## config.mk

```make
export PLATFORM = sky130hd
export DESIGN_NAME = video_write_queue
export DESIGN_NICKNAME = d
export VERILOG_FILES = /design/src/rtl/video_pkg.sv /design/src/rtl/video_wq_fifo.sv /design/src/rtl/video_write_queue.sv
export SDC_FILE = /design/constraint.sdc
export NUM_CORES = 1
export LEC_CHECK = 0
export ABC_AREA = 1
export CAP_MARGIN = 40
export CORE_ASPECT_RATIO = 1.1
export CORE_MARGIN = 2
export CORE_UTILIZATION = 35
export CTS_CLUSTER_SIZE = 40
export DETAILED_ROUTE_END_ITERATION = 10
export HOLD_SLACK_MARGIN = 0.15
export PLACE_DENSITY = 0.57
export SYNTH_ARGS = -nofsm -noshare
export SYNTH_HDL_FRONTEND = slang
export SYNTH_SLANG_ARGS = --single-unit
```

## constraint.sdc

```tcl
create_clock -name clk -period 5 [get_ports clk]
set_input_delay 1 -clock clk [delete_from_list [all_inputs] [get_ports clk]]
set_output_delay 1 -clock clk [all_outputs]
set_load 0.05 [all_outputs]
```

## src/rtl/video_pkg.sv

```systemverilog
// Shared definitions for the video write queue: address regions, queued entry layout
// and the field positions of the CPU status word.
package video_pkg;

   localparam logic [3:0] VID_REGION_REG    = 4'h0;
   localparam logic [3:0] VID_REGION_TEX    = 4'h1;
   localparam logic [3:0] VID_REGION_TILE   = 4'h2;
   localparam logic [3:0] VID_REGION_SPRITE = 4'h3;

   // Status word: {frame_count[15:0], full, empty, 6'b0, count[7:0]}
   localparam int STAT_COUNT_LSB = 0;
   localparam int STAT_EMPTY_BIT = 14;
   localparam int STAT_FULL_BIT  = 15;
   localparam int STAT_FRAME_LSB = 16;

   localparam int ENTRY_W = 60;

   typedef struct packed {
      logic [3:0]  wstrb;
      logic [23:0] addr;
      logic [31:0] wdata;
   } vid_entry_t;

   function automatic logic is_reg_region(input logic [23:0] addr);
      return addr[23:20] == VID_REGION_REG;
   endfunction

endpackage

```

## src/rtl/video_wq_fifo.sv

```systemverilog
// Synchronous in-order FIFO of queued video writes; asynchronous head read so the
// drain logic can inspect the next entry's address in the same cycle.
module video_wq_fifo
   import video_pkg::*;
#(
   parameter int DEPTH = 16,
   localparam int AW    = $clog2(DEPTH),
   localparam int CNT_W = AW + 1
) (
   input  logic             clk,
   input  logic             resetn,
   input  logic             push_i,
   input  vid_entry_t       din_i,
   input  logic             pop_i,
   output vid_entry_t       dout_o,
   output logic [CNT_W-1:0] count_o,
   output logic             full_o,
   output logic             empty_o
);

   vid_entry_t       mem_q [DEPTH];
   logic [AW-1:0]    wr_ptr_q, rd_ptr_q;
   logic [CNT_W-1:0] count_q;
   logic             push_ok, pop_ok;

   assign full_o  = (count_q == CNT_W'(DEPTH));
   assign empty_o = (count_q == '0);
   assign push_ok = push_i && !full_o;
   assign pop_ok  = pop_i && !empty_o;
   assign dout_o  = mem_q[rd_ptr_q];
   assign count_o = count_q;

   // Storage carries no reset so it can map onto RAM primitives.
   always_ff @(posedge clk) begin
      if (push_ok) mem_q[wr_ptr_q] <= din_i;
   end

   always_ff @(posedge clk) begin
      if (!resetn) begin
         wr_ptr_q <= '0;
         rd_ptr_q <= '0;
         count_q  <= '0;
      end else begin
         if (push_ok) wr_ptr_q <= wr_ptr_q + 1'b1;
         if (pop_ok)  rd_ptr_q <= rd_ptr_q + 1'b1;
         case ({push_ok, pop_ok})
            2'b10:   count_q <= count_q + 1'b1;
            2'b01:   count_q <= count_q - 1'b1;
            default: count_q <= count_q;
         endcase
      end
   end

endmodule

```

## src/rtl/video_write_queue.sv

```systemverilog
// CPU-side write buffer for the video block: register writes wait for vertical blank so a
// frame sees one consistent register set; memory writes drain as soon as they reach the head.
module video_write_queue
   import video_pkg::*;
#(
   parameter int DEPTH          = 16,
   parameter bit IMMEDIATE_REGS = 1'b0
) (
   input  logic        clk,
   input  logic        resetn,
   input  logic        iomem_valid,
   output logic        iomem_ready,
   input  logic [3:0]  iomem_wstrb,
   input  logic [31:0] iomem_addr,
   input  logic [31:0] iomem_wdata,
   output logic [31:0] iomem_rdata,
   input  logic        vblank,
   output logic        out_valid,
   output logic [3:0]  out_wstrb,
   output logic [31:0] out_addr,
   output logic [31:0] out_wdata
);

   localparam int CNT_W = $clog2(DEPTH) + 1;

   logic             ready_q, ready_d;
   logic [31:0]      rdata_q, rdata_d;
   logic             vblank_q;
   logic [15:0]      frame_q;
   logic             out_valid_q;
   vid_entry_t       out_q;

   logic             take, is_wr, push, rd_take, pop;
   vid_entry_t       din, head;
   logic [CNT_W-1:0] count;
   logic             full, empty;
   logic [31:0]      status;
   logic             unused_addr_hi;

   assign unused_addr_hi = ^iomem_addr[31:24];

   // A request is only sampled while ready is low, so ready never stays up two cycles.
   assign take    = iomem_valid && !ready_q;
   assign is_wr   = |iomem_wstrb;
   assign push    = take && is_wr && !full;
   assign rd_take = take && !is_wr;
   assign din     = '{wstrb: iomem_wstrb, addr: iomem_addr[23:0], wdata: iomem_wdata};
   assign pop     = !empty && (!is_reg_region(head.addr) || vblank || IMMEDIATE_REGS);

   video_wq_fifo #(.DEPTH(DEPTH)) u_fifo (
      .clk     (clk),
      .resetn  (resetn),
      .push_i  (push),
      .din_i   (din),
      .pop_i   (pop),
      .dout_o  (head),
      .count_o (count),
      .full_o  (full),
      .empty_o (empty)
   );

   always_comb begin
      status                          = '0;
      status[STAT_FRAME_LSB +: 16]    = frame_q;
      status[STAT_FULL_BIT]           = full;
      status[STAT_EMPTY_BIT]          = empty;
      status[STAT_COUNT_LSB +: 8]     = 8'(count);
      ready_d                         = push || rd_take;
      rdata_d                         = rd_take ? status : '0;
   end

   always_ff @(posedge clk) begin
      if (!resetn) begin
         ready_q     <= 1'b0;
         rdata_q     <= '0;
         vblank_q    <= 1'b0;
         frame_q     <= '0;
         out_valid_q <= 1'b0;
         out_q       <= '0;
      end else begin
         ready_q     <= ready_d;
         rdata_q     <= rdata_d;
         vblank_q    <= vblank;
         if (vblank && !vblank_q) frame_q <= frame_q + 1'b1;
         out_valid_q <= pop;
         if (pop) out_q <= head;
      end
   end

   assign iomem_ready = ready_q;
   assign iomem_rdata = rdata_q;
   assign out_valid   = out_valid_q;
   assign out_wstrb   = out_q.wstrb;
   assign out_addr    = {8'h00, out_q.addr};
   assign out_wdata   = out_q.wdata;

endmodule

```

* Word level (Yosys, flattened, before mapping)
Memory sizes are Yosys's and may differ from the RTL's. A register that Yosys moved wholly into a read port is not among the register bits.
Index checks and enable logic that the tools add are counted.
** Operators by class
- Add/subtract/negate cells :: 5
- Equality and inequality tests :: 3
- Mux-type cells :: 5
- Reduce and logical (&&, ||, !) cells :: 21
** Operator list (count)
- adder 16 x 1 -> 16 bit (second input constant) :: 1
- case mux 5 bit (2 select lines) :: 1
- adder 4 x 1 -> 4 bit (second input constant) :: 2
- logical AND 1 bit :: 8
- two-way mux 4 bit :: 2
- zero test 1 bit :: 6
- adder 5 x 1 -> 5 bit (second input constant) :: 1
- equality test 5 bit (second input constant) :: 1
- zero test 5 bit :: 1
- subtractor 5 x 1 -> 5 bit (second input constant) :: 1
- zero test 4 bit :: 1
- OR reduction 4 bit :: 1
- equality test 2 x 1 -> 1 bit (second input constant) :: 1
- equality test 2 bit (second input constant) :: 1
- logical OR 1 bit :: 2
- two-way mux 1 bit :: 2
- AND reduction 2 bit :: 1
- nonzero test 2 bit :: 1
** Storage, ports and cells
- Register bits after elaboration :: 124
- RAM bits :: 960
- Output and inout port bits :: 102
- Logic and storage cells :: 47
- Memories kept :: 1
** Memories
- u_fifo.mem_q :: words 16, width 60, read ports 1, clocked after Yosys merged registers in 1, wr ports 1, RTL line video_wq_fifo.sv:21 : vid_entry_t mem_q [DEPTH];

* Logic depth before layout (Yosys ltp)
- Depth in word-level cells :: 7
- Depth in mapped cells :: 23

* Hierarchy
From an unflattened synthesis, not the netlist that was laid out.
** Unflattened totals
- Cells, all modules :: 3128
- Area, all modules :: 42918.7 um2
** By module, submodules not included
- video_wq_fifo :: instances 1, cells an instance 2655, area an instance 39086.2 um2
- video_write_queue :: instances 1, cells an instance 473, area an instance 3832.4 um2

* Worst setup path before layout
OpenSTA, ideal clock, no wires.
- Path type :: input-to-reg
- Start :: in iomem_valid
- End :: mem u_fifo.mem_q[11][0] (netlist bit), enable pin
- Arrival time :: 4.113 ns
- Path slack :: 0.409 ns
- Cell stages on the path :: 6
- Path buffers :: 0
- Cell sequence :: inv_1 nor2_1 nand3_1 nor2_1 inv_1 nor2_1
** Between the ends
- Cells in the longest elaborated chain, start to end :: 6
** Ends and longest elaborated chain
- start: declaration :: RTL line video_write_queue.sv:11 : input logic iomem_valid,
- logical AND 1 bit :: RTL line video_write_queue.sv:43 : assign take = iomem_valid && !ready_q;
- logical AND 1 bit (2 in series) :: RTL line video_write_queue.sv:45 : assign push = take && is_wr && !full;
- logical AND 1 bit :: RTL line video_wq_fifo.sv:28 : assign push_ok = push_i && !full_o;
- two-way mux 1 bit :: RTL line video_wq_fifo.sv:35 : if (push_ok) mem_q[wr_ptr_q] <= din_i;
- two-way mux 1 bit (not written as such) :: RTL line video_wq_fifo.sv:35
- end: declaration :: RTL line video_wq_fifo.sv:21
No other way between the ends.

==> results.txt <==
The flow ran to the end, and the final reports show no timing, DRC or antenna violations. The worst reg2reg path depth came out at 19. The floorplan step set the die width to 335 µm. The kind of start point of the critical path is a flip-flop. In the routed design, unresolved DRC markers number 0. Setup repair after global routing left no endpoint under its margin. The net total in the final layout came out at 3530.

The count of final max-slew check failures is 0. Setup violations remaining at the end of the flow were counted as 0. The post-detailed-placement cell area came out at 0.0454 mm². The largest single stage delay on the critical path is 0.71 ns.

The number of cells upsized or downsized after cts came out at 0. The critical path arrival came out at 4.32 ns. The fraction of layout instances using a drive strength above 1 came out at 7.52%.

The number of maximum-capacitance violations is 0. The final clock skew is 0.0223 ns. The number of rows created at floorplan came out at 133.

In this run the worst hold path is classified as reg -> reg. For the pin with the worst max-slew slack, the measured transition is 1.15 ns. The library cells used most frequently in the layout, excluding fill and tap cells, are 960 x sky130_fd_sc_hd__edfxtp_1, 716 x sky130_fd_sc_hd__nor2_1, 474 x sky130_fd_sc_hd__o21ai_0.

The number of primary I/O pins is 174. The global-route layer with the greatest usage is met2. The yosys synthesis warning count came out at 0. In this run the worst setup path terminates at u_fifo.count_o[4].

The largest individual stage delay along the critical path comes from the cell sky130_fd_sc_hd__dfxtp_4. The setup TNS is 0 ns. The global-route wire length before repair is 164 mm. The floorplan step defined a die boundary enclosing 0.123 mm². The global routing met2 resource utilization is 29.1%. The final global-route overflow total came out at 0. TritonCTS built the clock tree.

For this configuration, the core starts out at a cell density of 35.3%. Together, buffers and inverters on the worst path number 2. The largest net degree at the start of global routing is 247. The count of buffers inserted at the top-level ports is 148. The maximum operating frequency came out at 267 MHz. The HPWL after detailed placement is 55.6 mm. The via count is 26375. For this run, the detailed router's first-pass iteration total came to 5. Counting the buffers created by CTS gives 105.

After clock tree synthesis, the clock-pin slew on the worst setup and hold paths is 0.06 ns. The number of gates on the worst path with buffers counted is 19. The multi-input combinational cells in the finished layout cover a total of 0.00959 mm².

Leaving out fill and tap cells, the most frequent cell in the layout is sky130_fd_sc_hd__edfxtp_1. Along the worst path, the maximum fanout reaches 117. The via count of the first global-routing pass came to 25580.

For this block, the routed nets add up to 110 mm of wire. The post-route antenna net violation count is 0. The required time of the worst setup path is 5.58 ns.

The area taken by flip-flops and latches is 0.0312 mm². Dividing total power by cell area gives a power density of 533 mW/mm². The critical path goes through inv_8 > o21ai_0 > nand3_1 > nand3_1 > nand2_1 > nor2_2 > nand2_4 > nand2_4 > inv_4 > ha_1 > ha_1 > nand2_1 > nand2_1 > a31oi_1 > nor2_1 > nor2_1 > o21ai_0 > o21ai_0 > a21oi_1. The floorplan core area came out at 0.119 mm². After filler insertion, the fill cell instance count of the layout stands at 11052.

The final routed wire length divided by cell count is 21.6 µm. The worst setup path is captured at a flip-flop. The met3 usage is 3.05%. With fillers left out, the area of the finished cells amounts to 0.0489 mm². The worst path uses 74.9% of the clock period. The number of synthesized register bits came out at 1079.

Counting every sink on the clock net gives 1079. The worst flop-to-flop path endpoint is u_fifo.count_o[4]. The clock passes through at most 3 buffers. The number of DRC markers in iteration 0 is 2327. The kind of critical path is reg -> reg. The gate family responsible for the most delay along the worst path is simple AND/OR/NAND/NOR gates. In this run the static leakage power is 16.2 nW. The post-CTS setup buffer count is 0. The root buffer cell chosen for the clock tree is sky130_fd_sc_hd__clkbuf_16. The share of the Yosys chip area taken by registers is 74.1%. The met1 demand-to-capacity share in global routing is 23.5%. The distinct cell type count after synthesis is 35.

The number of levels in the clock H-tree is 3. The worst pin sits at a relative slew slack of 23.5%. The die extent in y is 368 µm. The shortest clock period the worst path allows after layout is 3.74 ns. The synthesized instance count is 3358. The total power of the final layout is 26.1 mW.

Dividing the detail-routed via count by the number of cells gives 5.18. The global-route total usage across every layer is 17.5%. The worst vdd rail ir drop is 0.444 mV.

A synthesized cell averages 12.5 µm². The number of failing hold endpoints at the final stage came out at 0. Buffers inserted to repair hold after CTS numbered 0. The weighted congestion at the end of routability-driven global placement came out at 0.740. The initial antenna violation count is 9.

The clock latency on the worst-skew pair is 0.70 ns. The synthesized area is 0.0421 mm². The internal reg-to-reg setup slack came out at 1.26 ns. Compared with the post-synthesis result, the final layout area differs by 16.2%.
tightest hold or removal path: stages (launching register included):
cell	delay, ns
sky130_fd_sc_hd__dfxtp_1	0.32
sky130_fd_sc_hd__inv_1	0.05
sky130_fd_sc_hd__nor2_1	0.04
kinds of logic after synthesis:
kind of cell	Yosys count	synth area share, %
other	1	0.00890
xor gates and xnor gates	2	0.0416
DFF	1079	74.1
adders and majority gates	11	0.345
AOI/OAI and AO/OA	776	11.0
buffers and inverters	350	3.60
and+or+nand+nor	1139	10.9
layer usage:
layer,vias to the layer above,share of wire (%),wire [µm]
met1,13121,44,47900
met5,-,0.091,100
met2,696,48,53100
li1,12364,-,-
met4,14,2.3,2510
met3,180,5.6,6130
stage by stage:
step	setup slack [ns]	util [%]	hold slack, ns	std cells
after floorplan	0.409	-	0.422	3374
after global placement	0.831	37.9	0.441	4885
after detailed placement	0.840	38.0	0.442	4892
after CTS	1.31	41.0	0.451	5091
after global routing	0.884	41.0	0.490	5092
final	1.26	41.0	0.449	5092
how the worst min path moves through the flow:
stage / cells after the start / start / end
2_1_floorplan: 2 / frame_q[15] / iomem_rdata[31]
3_3_place_gp: 2 / frame_q[15] / iomem_rdata[31]
3_5_place_dp: 2 / frame_q[15] / iomem_rdata[31]
4_1_cts: 2 / frame_q[15] / iomem_rdata[31]
5_1_grt: 2 / frame_q[15] / iomem_rdata[31]
6_report: 2 / frame_q[15] / iomem_rdata[31]
synth_stat cells (all sizes together):
library cell,n,share of area [%]
o21ai,475,5.6
nor2,735,6.6
dfxtp,119,5.7
clkinv,2,0.018
o221ai,99,2.1
inv,103,0.92
clkbuf,156,1.4
o211ai,133,2.4
or2,1,0.015
conb,1,0.0089
nor4,3,0.045
nand2,218,2.0
a211oi,2,0.036
buf,89,1.3
nand4,4,0.059
ha,10,0.30
o22ai,39,0.58
and2,1,0.015
fa,1,0.048
nand3b,19,0.34
a21oi,26,0.31
o21a,1,0.018
a31oi,1,0.015
edfxtp,960,68
nor3,7,0.083
nand3,151,1.8
xnor2,2,0.042
report_power, final:
group          internal, mW  switching, mW
sequential             10.2          0.307
clock                  4.60           3.43
combinational          2.24           5.27
sequential cells by signal (all words and copies together), names as in the netlist, named ones only:
name / cells
iomem_rdata: 23
u_fifo.wr_ptr_q: 4
u_fifo.count_o: 5
u_fifo.rd_ptr_q: 4
frame_q: 16
u_fifo.mem_q: 960
out_wdata: 32
vblank_q: 1
out_wstrb: 4
iomem_ready: 1
out_valid: 1
out_addr: 24
final cells by class:
| cell class | count | area share, % |
|---|---|---|
| Sequential cell | 1079 | 63.8 |
| Multi-Input combinational cell | 1945 | 19.6 |
| Clock buffer | 133 | 5.88 |
| Timing Repair Buffer | 211 | 4.62 |
| Tap cell | 1552 | 3.97 |
| Clock inverter | 66 | 1.29 |
| Inverter | 105 | 0.846 |
| Antenna cell | 1 | 0.00511 |
(Power assumes the default switching activity.)
